## src/rtl/mem_bus_arbiter.sv

```systemverilog
// Two-port main-memory arbiter: D-cache has priority, I-cache is guaranteed a grant
// after MAX_DC_STREAK consecutive D grants. One memory transaction in flight.
module mem_bus_arbiter #(
  parameter int ADDR_W        = 32,
  parameter int LINE_W        = 128,
  parameter int MAX_DC_STREAK = 4
) (
  input  logic              clk,
  input  logic              rst,
  input  logic              ic_req_in,
  input  logic [ADDR_W-1:0] ic_addr_in,
  output logic              ic_resp_out,
  output logic [LINE_W-1:0] ic_line_out,
  input  logic              dc_req_in,
  input  logic              dc_we_in,
  input  logic [ADDR_W-1:0] dc_addr_in,
  input  logic [LINE_W-1:0] dc_wdata_in,
  output logic              dc_resp_out,
  output logic [LINE_W-1:0] dc_line_out,
  output logic              mem_req_out,
  output logic              mem_we_out,
  output logic [ADDR_W-1:0] mem_addr_out,
  output logic [LINE_W-1:0] mem_wdata_out,
  input  logic              mem_valid_in,
  input  logic [LINE_W-1:0] mem_rdata_in,
  output logic              busy_out
);

  localparam int CNT_W = $clog2(MAX_DC_STREAK + 1);
  localparam logic [CNT_W-1:0] STREAK_MAX = CNT_W'(MAX_DC_STREAK);

  typedef enum logic [1:0] {IDLE, WAIT_MEM, RESPOND} state_e;

  state_e             state_q, state_d;
  logic               owner_dc_q, owner_dc_d;
  logic [CNT_W-1:0]   streak_q, streak_d;
  logic               mem_req_q, mem_req_d;
  logic               mem_we_q, mem_we_d;
  logic [ADDR_W-1:0]  mem_addr_q, mem_addr_d;
  logic [LINE_W-1:0]  mem_wdata_q, mem_wdata_d;
  logic               ic_resp_q, ic_resp_d;
  logic               dc_resp_q, dc_resp_d;
  logic [LINE_W-1:0]  ic_line_q, ic_line_d;
  logic [LINE_W-1:0]  dc_line_q, dc_line_d;
  logic               busy_q, busy_d;
  logic               pick_dc;
  logic [LINE_W-1:0]  cap_data;

  always_comb begin
    state_d     = state_q;
    owner_dc_d  = owner_dc_q;
    streak_d    = streak_q;
    mem_req_d   = mem_req_q;
    mem_we_d    = mem_we_q;
    mem_addr_d  = mem_addr_q;
    mem_wdata_d = mem_wdata_q;
    ic_resp_d   = 1'b0;
    dc_resp_d   = 1'b0;
    ic_line_d   = ic_line_q;
    dc_line_d   = dc_line_q;
    // D wins ties unless I has already waited through a full streak of D grants
    pick_dc     = dc_req_in && !(ic_req_in && streak_q == STREAK_MAX);
    cap_data    = mem_we_q ? '0 : mem_rdata_in;

    case (state_q)
      IDLE: begin
        if (ic_req_in && pick_dc)
          streak_d = (streak_q == STREAK_MAX) ? streak_q : streak_q + 1'b1;
        else
          streak_d = '0;
        if (ic_req_in || dc_req_in) begin
          state_d     = WAIT_MEM;
          owner_dc_d  = pick_dc;
          mem_req_d   = 1'b1;
          mem_we_d    = pick_dc & dc_we_in;
          mem_addr_d  = pick_dc ? dc_addr_in : ic_addr_in;
          mem_wdata_d = pick_dc ? dc_wdata_in : '0;
        end
      end
      WAIT_MEM: begin
        if (mem_valid_in) begin
          state_d   = RESPOND;
          mem_req_d = 1'b0;
          if (owner_dc_q) begin
            dc_resp_d = 1'b1;
            dc_line_d = cap_data;
          end else begin
            ic_resp_d = 1'b1;
            ic_line_d = cap_data;
          end
        end
      end
      RESPOND: state_d = IDLE;
      default: state_d = IDLE;
    endcase

    busy_d = (state_d != IDLE);
  end

  always_ff @(posedge clk) begin
    if (rst) begin
      state_q     <= IDLE;
      owner_dc_q  <= 1'b0;
      streak_q    <= '0;
      mem_req_q   <= 1'b0;
      mem_we_q    <= 1'b0;
      mem_addr_q  <= '0;
      mem_wdata_q <= '0;
      ic_resp_q   <= 1'b0;
      dc_resp_q   <= 1'b0;
      ic_line_q   <= '0;
      dc_line_q   <= '0;
      busy_q      <= 1'b0;
    end else begin
      state_q     <= state_d;
      owner_dc_q  <= owner_dc_d;
      streak_q    <= streak_d;
      mem_req_q   <= mem_req_d;
      mem_we_q    <= mem_we_d;
      mem_addr_q  <= mem_addr_d;
      mem_wdata_q <= mem_wdata_d;
      ic_resp_q   <= ic_resp_d;
      dc_resp_q   <= dc_resp_d;
      ic_line_q   <= ic_line_d;
      dc_line_q   <= dc_line_d;
      busy_q      <= busy_d;
    end
  end

  assign ic_resp_out   = ic_resp_q;
  assign ic_line_out   = ic_line_q;
  assign dc_resp_out   = dc_resp_q;
  assign dc_line_out   = dc_line_q;
  assign mem_req_out   = mem_req_q;
  assign mem_we_out    = mem_we_q;
  assign mem_addr_out  = mem_addr_q;
  assign mem_wdata_out = mem_wdata_q;
  assign busy_out      = busy_q;

endmodule
```

## config.mk

```make
export PLATFORM = sky130hd
export DESIGN_NAME = mem_bus_arbiter
export DESIGN_NICKNAME = d
export VERILOG_FILES = /design/src/rtl/mem_bus_arbiter.sv
export SDC_FILE = /design/constraint.sdc
export NUM_CORES = 1
export LEC_CHECK = 0
export BUFFER_PORTS_ARGS = -buffer_cell sky130_fd_sc_hd__buf_2
export CAP_MARGIN = 20
export CORE_AREA = 8 8 281 283
export CTS_BUF_LIST = sky130_fd_sc_hd__clkbuf_16
export DETAILED_ROUTE_END_ITERATION = 12
export DIE_AREA = 0 0 289 291
export GPL_TIMING_DRIVEN = 0
export PLACE_DENSITY = 0.52
export SYNTH_ARGS = -nofsm -noshare
export SYNTH_HDL_FRONTEND = slang
export SYNTH_SLANG_ARGS = --single-unit
```

## constraint.sdc

```tcl
create_clock -name clk -period 2.4 [get_ports clk]
set_clock_uncertainty 0.2 [all_clocks]
set_input_delay 0.24 -clock clk [delete_from_list [all_inputs] [get_ports clk]]
set_output_delay 0.24 -clock clk [all_outputs]
set_load 0.01 [all_outputs]
```

==> results of run 1 <==
-- state kept, by name, summed over array words and instances (netlist names), 2 cells and up --
| register | flops |
|---|---|
| dc_line_out | 128 |
| ic_line_out | 128 |
| mem_addr_out | 32 |
| mem_wdata_out | 128 |
| state_q | 2 |
| streak_q | 3 |
-- per-stage QoR --
step	setup TNS [ns]	cells	util (%)	total power, mW	instance area (um2)
6_report	0	4235	35.11	17.38	26270
5_1_grt	-0.1329	4233	35.11	18.13	26260
4_1_cts	0	4231	35.06	17.59	26230
3_5_place_dp	-48.55	3822	28.77	10.13	21520
3_3_place_gp	-104.65	3818	28.69	10.12	21460
2_1_floorplan	0	2095	-	8.876	16510
-- layout by cell type, fill, tap and decap left out, drive strengths merged, types with 17 or more instances in the layout --
master	netlist	layout
nand4	131	131
dlygate4sd3	0	324
dfxtp	427	427
inv	4	21
clkbuf	176	230
o21ai	162	162
nand3	34	34
nor2b	130	130
buf	37	782
a311oi	32	32
a21oi	422	422
clkinv	0	17
nand2	519	519
-- layer usage --
metal	vias up	part of all wire (%)	GRT usage [%]
met5	-	0.010	0
li1	9437	-	-
met1	9264	39	21.84
met3	168	7.7	5.411
met4	2	4.7	8.441
met2	752	49	35.21
-- where the power goes --
part           internal (mW)  switching, mW  total, mW
logic                   1.17           1.64       2.81
registers               7.42          0.178       7.59
clock network           3.86           3.11       6.97
-- cell type report --
cell class / count / area, um2
Antenna cell: 4 / 10.01
Buffer: 213 / 890.9
Clock buffer: 50 / 1251
Clock inverter: 35 / 195.2
Fill cell: 7979 / 48540
Inverter: 4 / 15.01
Multi-Input combinational cell: 1451 / 7103
Sequential cell: 427 / 8548
Tap cell: 978 / 1224
Timing Repair Buffer: 1073 / 7032
-- logic make-up after synthesis --
| logic type | synth area share (%) |
|---|---|
| AO/OA/AOI/OAI | 19.48 |
| AND/OR/NAND/NOR | 23.39 |
| buffers and inverters | 5.206 |
| adder cells (fa/ha/maj) | 0.1515 |
| flip-flops | 51.77 |
-- worst register-to-register path, stage by stage (launching register included) --
cell       delay [ns]
dfxtp_1          0.53
nand4bb_1        0.22
clkbuf_2         0.45
clkbuf_1         0.51
nand2_1          0.12
a21oi_1          0.15
-- final timing paths --
kind / start / end / cells after the start
max reg2reg: state_q[1]$_SDFF_PP0_ / ic_line_out[25]$_SDFFE_PP0P_ / 5
max: state_q[1]$_SDFF_PP0_ / ic_line_out[25]$_SDFFE_PP0P_ / 5
min: dc_req_in / mem_addr_out[0]$_SDFFE_PP0P_ / 4
min reg2reg: dc_line_out[60]$_SDFFE_PP0P_ / dc_line_out[60]$_SDFFE_PP0P_ / 2
-- timing repair --
action                                  in CTS  in global routing
endpoints found under the setup margin     193                172
hold buffers                               324                  0
gates resized for setup                     12                 40
endpoints found under the hold margin      423                  0
buffers inserted                             0                  0
==> out/qor.txt, run 1 <==
Post-Syn Area -> 16510 um2
Clk Latency, worst-skew pair -> 0.59 ns
clock slew at reported path FFs -> 0.06 ns
CP Cell Sequence -> nand4bb_1 > clkbuf_2 > clkbuf_1 > nand2_1 > a21oi_1
Max Freq -> 439.9 MHz
Mean Syn Cell Area -> 7.881 um2
ys flop type -> dfxtp_1
grt total ovfl -> 0
Commonest cells post-synth -> nand2_1 (519), dfxtp_1 (427), a21oi_1 (422)
VDD IR-drop max -> 0.5032 mV
nets -> 3548
register area share after synthesis -> 51.77%
CTS tree -> done
Final Hold Viols -> 0
initial core utilization -> 22.07%
post-synth top area cell -> dfxtp_1
family with the most delay on the worst path -> buffers and inverters
post-synth top area share -> 51.77%
FP Rows -> 101
worst setup margin -> 0.1266 ns
outcome -> completed
critical-path maximum fanout -> 10
synthesis-to-finish area growth -> 59.10%
clk buf depth -> 3
DRT iter0 DRCs -> 1051
Die Area -> 84100 um2
Post-DP HPWL -> 67.84 mm
Critical Path Start Type -> flop
DR vias -> 19620
routed len/inst -> 20.75 um
Post-synth EDFFs -> 0
Inserted Clock Buffers -> 50
Die H -> 291 um
hold_ws -> 0.05367 ns
DRT Pass-1 Iters -> 5
asr flop ratio synth -> 0%
layout cell share with drive strength beyond 1 -> 26.65%
pwr/cell area -> 661.6 nW/um2
initial antenna violation count -> 4
max cap viols -> 0
CTS Sinks -> 427
Via density -> 4.634
Chip Width -> 289 um
Slew @ Worst Pin -> 1.117 ns
Synthesized Nets -> 2423
Place WS -> -0.5136 ns
crit path DAT -> 2.57 ns
Root Buffer -> clkbuf_16
Final Wtd Congestion -> 0.8784
max incr delay on CP -> 0.53 ns
final number of max-transition violations -> 0
min-delay worst type -> in2reg
Residual DRC -> 0
GR Util All Layers -> 19.77%
global-route wire length before repair -> 128.4 mm
YS warnings -> 0
CTS H-Tree Depth -> 2
slew margin rel. -> 25.52%
worst reg-to-reg setup slack -> 0.13 ns
IO Pins -> 747
remaining antenna violation count -> 0
fin crit share -> 94.72%
Slowest-stage cell, CP -> dfxtp_1
required time of the worst setup path -> 2.70 ns
count leader, synth -> nand2_1
Post-Synthesis Cells -> 2095
critical setup path kind -> reg2reg
CP Capture Type -> flop
RSZ-0062 raised after global routing -> true
core area -> 74810 um2
Lkg Pwr -> 11.20 nW
PortBufs -> 745
Worst Path Buf+Inv -> 2
Final Setup Violations -> 0
final WL -> 87.87 mm
Final min period -> 2.273 ns
pin count of the biggest net entering global routing -> 14
top cells by area, synth -> dfxtp_1 (52%), a21oi_1 (13%), nand2_1 (12%)
Synth Register Bits -> 427
vias in the first global route -> 20300
synth unique cells -> 27
Power figures use the tool's default switching activity.
==> run 2: changes to the inputs <==
- GPL_ROUTABILITY_DRIVEN: default -> 1
- MAX_ROUTING_LAYER: default -> met4
==> run 2 against run 1 <==
Cell count barely moved. Total power barely moved. Combinational power barely moved. Utilization barely moved. Clock power barely moved. Via count rose by 0.36%. Worst hold slack improved by 0.011 ns.
==> out/qor.txt, run 2 (synthesized netlist as in run 1, its figures left out) <==
outcome -> completed
Clk Latency, worst-skew pair -> 0.58 ns (about the same)
CTS H-Tree Depth -> 2 (unchanged)
initial antenna violation count -> 7 (+3)
family with the most delay on the worst path -> buffers and inverters
critical-path maximum fanout -> 10 (unchanged)
max incr delay on CP -> 0.60 ns (+0.07 ns)
max cap viols -> 0 (unchanged)
remaining antenna violation count -> 0 (unchanged)
commonest non-fill, non-tap cell in the layout -> buf_2
final WL -> 88.00 mm (+0.14%)
Die H -> 291 um (unchanged)
post-layout util -> 35.13% (about the same)
global-route wire length before repair -> 128.1 mm (-0.23%)
clk buf depth -> 3 (unchanged)
grt total ovfl -> 0 (unchanged)
worst r2r dst -> ic_line_out[113]$_SDFFE_PP0P_
hold-critical path depth -> 4 (unchanged)
HP Start -> dc_req_in
Reg-to-Reg Start -> state_q[1]$_SDFF_PP0_
Placed Cells -> 3822 (unchanged)
Die Area -> 84100 um2 (unchanged)
critical setup path kind -> reg2reg
clock slew at reported path FFs -> 0.06 ns (about the same)
Root Buffer -> clkbuf_16
required time of the worst setup path -> 2.69 ns (about the same)
Fin Setup TNS -> 0 ns (unchanged)
Worst Path Buf+Inv -> 2 (unchanged)
pwr/cell area -> 662.0 nW/um2 (about the same)
CP Capture Type -> flop
CTS tree -> done
Final Setup Violations -> 0 (unchanged)
worst reg-to-reg setup slack -> 0.14 ns (about the same)
CP Cell Sequence -> nand4bb_1 > clkbuf_1 > buf_2 > nand2_1 > a21oi_1
Slew @ Worst Pin -> 1.144 ns (+0.02662 ns)
Post-DP HPWL -> 67.84 mm (unchanged)
Final min period -> 2.263 ns (-0.01008 ns)
worst setup margin -> 0.1367 ns (+0.01008 ns)
pin count of the biggest net entering global routing -> 14 (unchanged)
Final Total Pwr -> 17.40 mW (about the same)
final number of max-transition violations -> 0 (unchanged)
Critical Path Start Type -> flop
Max Freq -> 441.8 MHz (+0.45%)
routed len/inst -> 20.76 um (about the same)
GR Util All Layers -> 20.33% (+0.55 points)
slew margin rel. -> 23.74% (-1.8 points)
Lkg Pwr -> 11.20 nW (unchanged)
fin crit share -> 94.30% (-0.42 points)
VDD IR-drop max -> 0.5068 mV (+0.70%)
Via density -> 4.646 (+0.26%)
PortBufs -> 745 (unchanged)
vias in the first global route -> 20370 (+0.37%)
Final Hold Viols -> 0 (unchanged)
Place WS -> -0.5136 ns (unchanged)
DRT iter0 DRCs -> 1045 (-0.57%)
min-delay worst type -> in2reg
DRT Pass-1 Iters -> 5 (unchanged)
layout cell share with drive strength beyond 1 -> 26.65% (unchanged)
Slowest-stage cell, CP -> clkbuf_1
Residual DRC -> 0 (unchanged)
Chip Width -> 289 um (unchanged)
Inserted Clock Buffers -> 50 (unchanged)
nets -> 3548 (unchanged)
core area -> 74810 um2 (unchanged)
synthesis-to-finish area growth -> 59.16% (about the same)
IO Pins -> 747 (unchanged)
FP Rows -> 101 (unchanged)
non-filler instance count after layout -> 4239 (+0.094%)
DR vias -> 19690 (+0.36%)
depth of the worst register-to-register path -> 5 (unchanged)
initial core utilization -> 22.07% (unchanged)
RSZ-0062 raised after global routing -> true
crit path DAT -> 2.56 ns (about the same)
CTS Sinks -> 427 (unchanged)
Final Wtd Congestion -> 0.8929 (+1.7%)
most frequent cells in the layout -> buf_2 (768), nand2_1 (519), dfxtp_1 (427), a21oi_1 (422), dlygate4sd3_1 (324)
WHS Endpoint -> mem_addr_out[0]$_SDFFE_PP0P_
-- run 2: how the worst max path moves through the flow --
stage | start | to | slack, ns | cells after the start
floorplan | streak_q[0]$_SDFFE_PP0P_ | mem_wdata_out[100]$_SDFFE_PP0P_ | 0.60 | 8
global placement | rst | ic_line_out[115]$_SDFFE_PP0P_ | -0.86 | 4
global route | state_q[1]$_SDFF_PP0_ | ic_line_out[37]$_SDFFE_PP0P_ | -0.03 | 5
detailed placement | rst | ic_line_out[113]$_SDFFE_PP0P_ | -0.51 | 4
finish | state_q[1]$_SDFF_PP0_ | ic_line_out[113]$_SDFFE_PP0P_ | 0.14 | 5
CTS | streak_q[0]$_SDFFE_PP0P_ | mem_wdata_out[85]$_SDFFE_PP0P_ | 0.005 | 8
-- run 2: area by class of cell --
type	count	area (um2)
well taps	978	1224
multi-input cells	1451	7103
fillers	7975	48530
flip-flops and latches	427	8548
plain buffers	213	890.9
clock buffers	50	1251
clock inverters	35	195.2
diodes	8	20.02
inverters	4	15.01
repair buffers	1073	7032
-- run 2: worst reg2reg max path: stages, from the launching register on --
cell       delay (ns)
dfxtp_1          0.53
nand4bb_1        0.22
clkbuf_1         0.60
buf_2            0.40
nand2_1          0.09
a21oi_1          0.14
-- run 2: what timing repair did --
item                                    in CTS  in global routing
endpoints found under the setup margin     193                172
pin swaps                                    0                  0
buffers inserted                             0                  0
endpoints found under the hold margin      423                  0
hold buffers                               324                  0
resized for setup                           12                 40
-- run 2: where the power goes --
group	internal [mW]	total [mW]	switching, mW
Sequential	7.42	7.60	0.180
Clock	3.86	6.98	3.12
Combinational	1.17	2.82	1.65
-- run 2: stage by stage --
stage,hold WS [ns],cell area (um2)
CTS,0.0003361,26230
finish,0.06441,26280
global route,0.08286,26280
global placement,0.2392,21460
floorplan,0.2024,16510
detailed placement,0.2437,21520
-- run 2: metal layers --
| metal | up-vias | share of wire [%] | track usage [%] |
|---|---|---|---|
| li1 | 9449 | - | - |
| met1 | 9313 | 39 | 22.12 |
| met2 | 771 | 49 | 35.26 |
| met3 | 160 | 7.2 | 4.873 |
| met4 | 0 | 4.6 | 8.416 |
| met5 | - | 0 | - |
==> run 3: changes to the inputs <==
- RECOVER_POWER: default -> 50
==> run 3 against run 2 <==
Clock-buffer cell count is the same. Critical path depth stayed put. Critical path type unchanged. Global-route usage stayed put. Design area fell by 2.0%. Via count down 0.30%. Maximum frequency increased by 0.47%.
==> out/qor.txt, run 3 (synthesized netlist as in run 1, its figures left out) <==
outcome -> completed
PortBufs -> 745 (unchanged)
CP Capture Type -> flop
GR Util All Layers -> 20.33% (unchanged)
initial core utilization -> 22.07% (unchanged)
fillers -> 8194 (+2.7%)
clk buf depth -> 3 (unchanged)
min-delay worst type -> in2reg
synthesis-to-finish area growth -> 55.99%
core area -> 74810 um2 (unchanged)
Final Setup Violations -> 0 (unchanged)
CTS H-Tree Depth -> 2 (unchanged)
Inserted Clock Buffers -> 50 (unchanged)
Slew @ Worst Pin -> 1.134 ns (-0.009621 ns)
fin crit share -> 93.86% (-0.44 points)
Residual DRC -> 0 (unchanged)
vias in the first global route -> 20370 (unchanged)
layout cell share with drive strength beyond 1 -> 13.80% (-13 points)
Worst Path Buf+Inv -> 2 (unchanged)
family with the most delay on the worst path -> buffers and inverters
FP Rows -> 101 (unchanged)
max cap viols -> 0 (unchanged)
commonest non-fill, non-tap cell in the layout -> clkbuf_1
RSZ-0062 raised after global routing -> true
IO Pins -> 747 (unchanged)
critical-path maximum fanout -> 10 (unchanged)
Critical Path Start Type -> flop
Final Hold Viols -> 0 (unchanged)
Fin Setup TNS -> 0 ns (unchanged)
Final min period -> 2.253 ns (-0.01058 ns)
VDD IR-drop max -> 0.5111 mV (+0.85%)
final WL -> 87.95 mm (about the same)
initial antenna violation count -> 6 (-1)
CP Cell Sequence -> nand4bb_1 > clkbuf_2 > clkbuf_1 > nand2_1 > a21oi_1
Reg-to-Reg Start -> state_q[1]$_SDFF_PP0_
DRT iter0 DRCs -> 1038 (-0.67%)
depth of the worst register-to-register path -> 5 (unchanged)
register area -> 8548 um2 (unchanged)
Clk Latency, worst-skew pair -> 0.58 ns (about the same)
worst r2r dst -> ic_line_out[25]$_SDFFE_PP0P_
pwr/cell area -> 672.3 nW/um2 (+1.6%)
final instance area -> 25760 um2 (-2.0%)
Lkg Pwr -> 9.449 nW (-16%)
max incr delay on CP -> 0.52 ns (-0.08 ns)
DRT Pass-1 Iters -> 6 (+1)
nets -> 3548 (unchanged)
Slowest-stage cell, CP -> dfxtp_1
global-route wire length before repair -> 128.1 mm (unchanged)
Die Area -> 84100 um2 (unchanged)
Crit. Startpoint -> state_q[1]$_SDFF_PP0_
Post-DP Area -> 21520 um2 (unchanged)
Via density -> 4.632 (-0.30%)
routed len/inst -> 20.75 um (about the same)
clock slew at reported path FFs -> 0.06 ns (about the same)
hold-critical path depth -> 4 (unchanged)
Die H -> 291 um (unchanged)
HP Start -> dc_req_in
DR vias -> 19630 (-0.30%)
pin count of the biggest net entering global routing -> 14 (unchanged)
required time of the worst setup path -> 2.70 ns (about the same)
final number of max-transition violations -> 0 (unchanged)
CTS Sinks -> 427 (unchanged)
Post-DP HPWL -> 67.84 mm (unchanged)
Root Buffer -> clkbuf_16
Max Freq -> 443.9 MHz (+0.47%)
Final Wtd Congestion -> 0.8929 (unchanged)
crit path DAT -> 2.56 ns (about the same)
critical setup path kind -> reg2reg
slew margin rel. -> 24.39% (+0.64 points)
grt total ovfl -> 0 (unchanged)
Chip Width -> 289 um (unchanged)
Multi-input gate area -> 7103 um2 (unchanged)
CTS tree -> done
most frequent cells in the layout -> clkbuf_1 (567), nand2_1 (519), dfxtp_1 (427), a21oi_1 (422), buf_2 (350)
worst reg-to-reg setup slack -> 0.15 ns (about the same)
WHS Endpoint -> mem_addr_out[0]$_SDFFE_PP0P_
remaining antenna violation count -> 0 (unchanged)
## run 3: changes by cell type in the layout (fill, tap and decap cells not counted)
cell      before  now
buf_2        768  350
clkbuf_1     149  567
## run 3: cell type report
cell class	count	share of cell area, %
antenna	8	0.07773
sequential	427	33.19
buffer	213	3.459
timing repair buffer	1073	25.27
clock inverter	35	0.7578
clock buffer	50	4.858
tap	978	4.751
inverter	4	0.05829
multi-input combinational	1451	27.58
## run 3: worst max path at each step
| stage | end | cells after the start | slack, ns |
|---|---|---|---|
| 2_1_floorplan | mem_wdata_out[100]$_SDFFE_PP0P_ | 8 | 0.60 |
| 3_3_place_gp | ic_line_out[115]$_SDFFE_PP0P_ | 4 | -0.86 |
| 3_5_place_dp | ic_line_out[113]$_SDFFE_PP0P_ | 4 | -0.51 |
| 4_1_cts | mem_wdata_out[85]$_SDFFE_PP0P_ | 8 | 0.005 |
| 5_1_grt | ic_line_out[37]$_SDFFE_PP0P_ | 5 | -0.03 |
| 6_report | ic_line_out[25]$_SDFFE_PP0P_ | 5 | 0.15 |
## run 3: stage by stage
stage	power, mW	std cells	util, %	hold slack, ns	setup slack, ns
global route	18.05	4237	34.42	0.08286	-0.03077
CTS	17.59	4231	35.06	0.0003361	0.005010
finish	17.32	4239	34.43	0.05596	0.1473
detailed placement	10.13	3822	28.77	0.2437	-0.5136
floorplan	8.876	2095	-	0.2024	0.5954
global placement	10.12	3818	28.69	0.2392	-0.8630
## run 3: metal layers
layer	GRT usage, %	share of wire (%)	vias to the layer above
met3	4.873	7.3	181
li1	-	-	9454
met5	-	0	-
met4	8.416	5.0	0
met2	35.26	48	791
met1	22.12	39	9208
## run 3: worst register-to-register path: cells and delay by family, from the launching register on
family	cells	cell delay, ns
compound gates	1	0.15
buf+inv	2	0.95
flops	1	0.52
simple gates	2	0.34
## run 3: power breakdown
group,internal [mW],total (mW),switching [mW]
sequential,7.42,7.61,0.188
clock,3.86,6.98,3.12
combinational,1.08,2.73,1.65
## run 3: what timing repair did
| item | in CTS | in global routing |
|---|---|---|
| gates resized for setup | 12 | 40 |
| hold buffers | 324 | 0 |
| endpoints found under the setup margin | 193 | 172 |
| pin swaps | 0 | 0 |
| buffers inserted | 0 | 0 |
| hold endpoints to repair | 423 | 0 |
